===== src/rtl/regfile_scoreboard.sv =====
// -----------------------------------------------------------------------------
// regfile_scoreboard
//
// Purpose:
//   32 x 32-bit architectural register file with a per-register pending-write
//   scoreboard and an operand bypass network for the read-operands stage.
//   Each register 1..31 has a saturating counter of in-flight writers. A read
//   of a register with writers in flight is resolved from the youngest
//   matching pipeline stage (EX, then MEM, then WB). A read of a register with
//   no writers in flight comes straight from the register file.
//
// Configuration:
//   RF_FWD_EN - when defined, EX and MEM results are forwarded to the read
//               ports. When undefined, only the WB value is bypassed, and a
//               read of a pending register is valid only on a WB match.
//               The scoreboard and the WB bypass are the same in both builds.
//
// Parameters:
//   CNT_W       width of each pending counter (must hold EX+MEM+WB = 3)
//
// Ports:
//   clk                     clock
//   resetn                  synchronous active-low reset (regs and counters to 0)
//   flush                   clears every counter next cycle; WB write completes
//   r1_addr/r2_addr         read-port register indices
//   r1_valid/r2_valid       operand available this cycle
//   r1_data/r2_data         operand value
//   issue_valid/issue_we    instruction leaves read-operands / writes a register
//   issue_dest              destination of the issuing instruction
//   ex_we/ex_dest           EX-stage writer and its destination
//   ex_data_ok/ex_data      EX result is final / EX result
//   mem_we/mem_dest         MEM-stage writer and its destination
//   mem_data_ok/mem_data    MEM result is final / MEM result
//   wb_we/wb_dest/wb_data   write-back commit
//   issue_full              issuing destination's counter is saturated
// -----------------------------------------------------------------------------
module regfile_scoreboard #(
    parameter int CNT_W = 2
) (
    input  logic        clk,
    input  logic        resetn,
    input  logic        flush,
    input  logic [4:0]  r1_addr,
    input  logic [4:0]  r2_addr,
    output logic        r1_valid,
    output logic [31:0] r1_data,
    output logic        r2_valid,
    output logic [31:0] r2_data,
    input  logic        issue_valid,
    input  logic        issue_we,
    input  logic [4:0]  issue_dest,
    input  logic        ex_we,
    input  logic [4:0]  ex_dest,
    input  logic        ex_data_ok,
    input  logic [31:0] ex_data,
    input  logic        mem_we,
    input  logic [4:0]  mem_dest,
    input  logic        mem_data_ok,
    input  logic [31:0] mem_data,
    input  logic        wb_we,
    input  logic [4:0]  wb_dest,
    input  logic [31:0] wb_data,
    output logic        issue_full
);

    localparam logic [CNT_W-1:0] CNT_MAX = {CNT_W{1'b1}};
    localparam logic [CNT_W-1:0] CNT_ONE = CNT_W'(1);

    // -------------------------------------------------------------------------
    // Register file storage. Register 0 is never written, so it stays 0 after
    // reset; the read path forces it to 0 anyway.
    // -------------------------------------------------------------------------
    logic [31:0] regs_reg [32];

    always_ff @(posedge clk) begin
        if (!resetn) begin
            for (int i = 0; i < 32; i++) begin
                regs_reg[i] <= '0;
            end
        end else if (wb_we && (wb_dest != 5'd0)) begin
            regs_reg[wb_dest] <= wb_data;
        end
    end

    // -------------------------------------------------------------------------
    // Scoreboard: one saturating counter per register. All counters are
    // collected into a flat packed vector so the read and issue paths can
    // index them with a run-time register number.
    // -------------------------------------------------------------------------
    logic [32*CNT_W-1:0] pend_flat;
    logic [31:0]         pend_nz;

    genvar gi;
    generate
        for (gi = 0; gi < 32; gi++) begin : g_pend
            if (gi == 0) begin : g_zero
                // x0 is never tracked: it is always readable.
                assign pend_flat[gi*CNT_W +: CNT_W] = '0;
                assign pend_nz[gi]                  = 1'b0;
            end else begin : g_cnt
                logic [CNT_W-1:0] cnt_reg;
                logic [CNT_W-1:0] cnt_next;
                logic             inc;
                logic             dec;

                assign inc = issue_valid && issue_we && (issue_dest == 5'(gi));
                assign dec = wb_we && (wb_dest == 5'(gi));

                // Issue into a saturated counter holds it rather than wrapping,
                // and a retire with nothing pending leaves it at zero; both are
                // protocol errors by the pipeline, so the counter only protects
                // itself. A simultaneous issue and retire cancel out.
                always_comb begin
                    cnt_next = cnt_reg;
                    if (flush) begin
                        cnt_next = '0;
                    end else if (inc && !dec) begin
                        if (cnt_reg != CNT_MAX) begin
                            cnt_next = cnt_reg + CNT_ONE;
                        end
                    end else if (dec && !inc) begin
                        if (cnt_reg != '0) begin
                            cnt_next = cnt_reg - CNT_ONE;
                        end
                    end
                end

                always_ff @(posedge clk) begin
                    if (!resetn) begin
                        cnt_reg <= '0;
                    end else begin
                        cnt_reg <= cnt_next;
                    end
                end

                assign pend_flat[gi*CNT_W +: CNT_W] = cnt_reg;
                assign pend_nz[gi]                  = |cnt_reg;
            end
        end
    endgenerate

    // -------------------------------------------------------------------------
    // Issue back-pressure. Deliberately independent of issue_valid so the
    // read-operands stage can look at it before deciding to issue.
    // -------------------------------------------------------------------------
    logic [CNT_W-1:0] issue_cnt;

    assign issue_cnt  = pend_flat[int'(issue_dest)*CNT_W +: CNT_W];
    assign issue_full = issue_we && (issue_cnt == CNT_MAX);

    // -------------------------------------------------------------------------
    // Read ports. Both ports share the same resolution logic; port 0 is r1,
    // port 1 is r2. The counter consulted is the current (pre-update) value,
    // so an instruction issuing this cycle never blocks its own sources.
    // -------------------------------------------------------------------------
    logic [1:0]       rd_valid;
    logic [1:0][31:0] rd_data;

    generate
        for (gi = 0; gi < 2; gi++) begin : g_rd
            logic [4:0]  addr;
            logic        valid_c;
            logic [31:0] data_c;
            logic        hit_wb;

            assign addr   = (gi == 0) ? r1_addr : r2_addr;
            assign hit_wb = wb_we && (wb_dest == addr);

`ifdef RF_FWD_EN
            logic hit_ex;
            logic hit_mem;

            assign hit_ex  = ex_we && (ex_dest == addr);
            assign hit_mem = mem_we && (mem_dest == addr);

            // Youngest writer wins: EX is younger than MEM, MEM than WB.
            always_comb begin
                valid_c = 1'b1;
                data_c  = regs_reg[addr];
                if (addr == 5'd0) begin
                    valid_c = 1'b1;
                    data_c  = '0;
                end else if (pend_nz[addr]) begin
                    if (hit_ex) begin
                        valid_c = ex_data_ok;
                        data_c  = ex_data;
                    end else if (hit_mem) begin
                        valid_c = mem_data_ok;
                        data_c  = mem_data;
                    end else if (hit_wb) begin
                        valid_c = 1'b1;
                        data_c  = wb_data;
                    end else begin
                        // Writer in flight but not visible in any stage.
                        valid_c = 1'b0;
                    end
                end
            end
`else
            // Without EX/MEM forwarding a pending register becomes readable
            // only when its writer reaches WB.
            always_comb begin
                valid_c = 1'b1;
                data_c  = regs_reg[addr];
                if (addr == 5'd0) begin
                    valid_c = 1'b1;
                    data_c  = '0;
                end else if (pend_nz[addr]) begin
                    if (hit_wb) begin
                        valid_c = 1'b1;
                        data_c  = wb_data;
                    end else begin
                        valid_c = 1'b0;
                    end
                end
            end
`endif

            assign rd_valid[gi] = valid_c;
            assign rd_data[gi]  = data_c;
        end
    endgenerate

    assign r1_valid = rd_valid[0];
    assign r1_data  = rd_data[0];
    assign r2_valid = rd_valid[1];
    assign r2_data  = rd_data[1];

endmodule


===== config.mk =====
export PLATFORM = sky130hd
export DESIGN_NAME = regfile_scoreboard
export DESIGN_NICKNAME = d
export VERILOG_FILES = /design/src/rtl/regfile_scoreboard.sv
export SDC_FILE = /design/constraint.sdc
export NUM_CORES = 2
export LEC_CHECK = 0
export CORE_MARGIN = 5
export CORE_UTILIZATION = 55
export CTS_BUF_LIST = sky130_fd_sc_hd__clkbuf_16
export DETAILED_ROUTE_END_ITERATION = 6
export HOLD_SLACK_MARGIN = 0.06
export MAX_ROUTING_LAYER = met4
export PLACE_DENSITY = 0.76
export SKIP_CTS_REPAIR_TIMING = 1
export SYNTH_ARGS = -nofsm -noshare
export SYNTH_HDL_FRONTEND = slang
export SYNTH_SLANG_ARGS = --single-unit
export TNS_END_PERCENT = 30

===== constraint.sdc =====
create_clock -name clk -period 4.9 [get_ports clk]
set_input_delay 1.225 -clock clk [delete_from_list [all_inputs] [get_ports clk]]
set_output_delay 1.225 -clock clk [all_outputs]
set_load 0.1 [all_outputs]

==> impl_metrics.csv <==
group,metric,value,unit
yosys,ys_seq_area_share,53.2,%
yosys,syn_inst,4320,
cells_and_area,drive_gt1_share,28.8,%
floorplan,die_h,341,µm
cts,cts.sinks,1086,
global_routing,grt-ovfl-total,0,
hold_path,hp-class,"reg -> reg",
routing,dr.pass1.iters,6,
timing,period_minus_slack,4.93,ns
placement,dp_slack,-0.105,ns
yosys,netlist_area,0.0601,mm²
timing,skew,0.00539,ns
timing,finalSetupViolations,4,
run_status,failed_checks,"negative setup slack",
placement,place_hpwl,124000,µm
worst_setup_path,critical_path_class,"in -> out",
worst_setup_path,worst_r2r_endpoint,"g_pend[5].g_cnt.cnt_reg[0]",
global_routing,grt_pass1_vias,41500,
worst_setup_path,crit_required,3.67,ns
global_routing,grt_usage,34.5,%
cells_and_area,utilization,64.6,%
worst_setup_path,cp-start-kind,"primary input",
worst_setup_path,crit_end,"r1_data[9]",
timing,tightest_slew,1.02,ns
global_routing,grt_pass1_wl,283000,µm
worst_setup_path,crit_fanout,19,
yosys,synth_edf_count,1024,
worst_setup_path,r2r_cells,5,
timing,max_slew_margin,32.0,%
timing,timing.fmax,0.203,GHz
placement,port_buffers,124,
timing,fin_ws,-0.0325,ns
cts,htreeDepth,3,
timing,whs,0.522,ns
timing,period_share,101,%
yosys,synth-async-reset-ratio,0,%
cts,insertion_delay,0.72,ns
yosys,ys_ff_latch,1086,
routing,wire_per_inst,32.7,µm
timing,hold_violations,0,
timing,rsz0062_at_grt,"true",
cts,clkTransAtPathRegs,0.06,ns
routing,drc_errors,0,
cells_and_area,fin_nets,4700,
floorplan,core_area,0.109,mm²
yosys,yosysWarnings,0,
yosys,avgSynthCellArea,13.9,µm²
routing,viasPerCell,6.95,
worst_setup_path,crit_path_end_kind,"output pin",
floorplan,initial_core_util,55.3,%
cells_and_area,nFillCells,7554,
cells_and_area,synthToLayoutAreaGrowth,16.8,%
yosys,yosys-top-cells-area,"edfxtp_1 (51%), mux4_2 (19%), and2_1 (10%)",
cells_and_area,seqCellArea,0.0320,mm²
run_status,status,"finished, violations left",
cts,numCtsBuffers,112,
power_and_ir_drop,ir_drop,0.297,mV
yosys,synth_top_cell_area_share,51.1,%
yosys,synth_cell_type_count,63,
worst_setup_path,worstPathArrival,3.71,ns
cts,cts_tree,"built",
placement,globalplace.congestion,0.966,
floorplan,io_pins,203,
cts,clockBufferDepth,3,
yosys,ys.flop_type,"edfxtp_1",
routing,first_iter_violations,6422,
worst_setup_path,timing.rr.start,"g_pend[5].g_cnt.cnt_reg[0]",
cells_and_area,multiInputGateArea,0.0272,mm²
routing,drtAntennaViolNets,0,
worst_setup_path,crit_path_start,"r1_addr[1]",
hold_path,min_path_cells,2,
timing,drv_slew,0,
power_and_ir_drop,power_density,335,mW/mm²
routing,vias,42000,
worst_setup_path,reg2reg_slack,3.77,ns
cts,cts_root_buffer,"clkbuf_16",
routing,postRouteWirelength,198000,µm
floorplan,fp.dieW,341,µm
floorplan,die_area,0.116,mm²
global_routing,antenna_found_initial,5,
yosys,yosysTopAreaCell,"edfxtp_1",
cells_and_area,largest_reg_flops,1024,
global_routing,grt_max_degree,58,
power_and_ir_drop,leakage,24.6,nW
floorplan,std_cell_rows,121,
job,drv_cap,0,
## final cells by class
class	instances	share of cell area, %
sequential	1086	45.6
multi-input combinational	2811	38.7
timing repair buffer	498	8.02
clock buffer	113	4.03
tap	1414	2.52
clock inverter	95	1.03
inverter	24	0.134
antenna	2	0.00713
## critical path, stage by stage
cell      delay [ns]
buf_8           0.12
buf_12          0.21
buf_16          0.22
buf_4           0.24
or4_4           0.33
o221ai_1        0.18
a21oi_1         0.37
o21ai_0         0.28
mux2i_2         0.27
buf_12          0.21
## worst min path at each step
| stage | start | end | slack, ns |
|---|---|---|---|
| floorplan | g_pend[1].g_cnt.cnt_reg[1] | g_pend[1].g_cnt.cnt_reg[1] | 0.48 |
| global placement | g_pend[1].g_cnt.cnt_reg[1] | g_pend[1].g_cnt.cnt_reg[1] | 0.49 |
| detailed placement | g_pend[17].g_cnt.cnt_reg[1] | g_pend[17].g_cnt.cnt_reg[1] | 0.51 |
| CTS | g_pend[17].g_cnt.cnt_reg[1] | g_pend[17].g_cnt.cnt_reg[1] | 0.52 |
| global route | g_pend[17].g_cnt.cnt_reg[1] | g_pend[17].g_cnt.cnt_reg[1] | 0.53 |
| finish | g_pend[9].g_cnt.cnt_reg[0] | g_pend[9].g_cnt.cnt_reg[1] | 0.52 |
## stage by stage
step           cells  TNS, ns  area [µm²]  power (mW)
3_5_place_dp    5827   -0.554       66200        15.1
6_report        6043  -0.0675       70200        23.5
3_3_place_gp    5827   -0.498       66200        15.0
5_1_grt         6042   -0.109       70200        24.1
4_1_cts         6035   -0.875       69800        23.4
2_1_floorplan   4351    -8.43       60600        13.4
## logic make-up after synthesis
| logic type | count (synthesis) | synth area share [%] |
|---|---|---|
| compound gates | 487 | 5.24 |
| xor+xnor | 10 | 0.146 |
| fa+ha+maj | 31 | 0.645 |
| buf+inv | 454 | 3.60 |
| flops | 1086 | 53.2 |
| mux | 715 | 22.6 |
| other cells | 1 | 0.00624 |
| simple gates | 1536 | 14.5 |
## layout by cell type (no fill, tap or decap), drive strengths merged, types with 41 or more instances in the layout
master and n:
dfxtp 62, o22ai 99, mux2i 169, nand2 215, a21oi 63, edfxtp 1024
buf 448, clkbuf 115, o21ai 157, nor3 41, and2 998, nor2 142
inv 49, mux4 512, clkdlybuf4s50 44, clkinv 58, nand2b 44
## synthesized netlist by cell type, drive strengths merged, types with 37 or more instances
cell    count
nand2     215
edfxtp   1024
o21ai     157
nand2b     44
buf       154
nor2      142
nor3       41
clkbuf    276
mux4      512
and2      998
a21oi      63
o22ai      99
dfxtp      62
mux2i     169
a211oi     37
## metal layers
| metal | share of wire [%] | vias to the layer above | track usage [%] |
|---|---|---|---|
| met5 | 0 | - | - |
| met2 | 45 | 3466 | 50.6 |
| met1 | 34 | 20900 | 43.5 |
| li1 | - | 16900 | - |
| met3 | 14 | 727 | 9.30 |
| met4 | 7.6 | 0 | 20.6 |
## power by group
part / switching [mW] / total [mW] / internal (mW)
clock: 3.71 / 8.40 / 4.70
sequential: 0.247 / 10.9 / 10.6
combinational: 2.53 / 4.23 / 1.70
total: 6.48 / 23.5 / 17.0
Power figures use the tool's default switching activity.
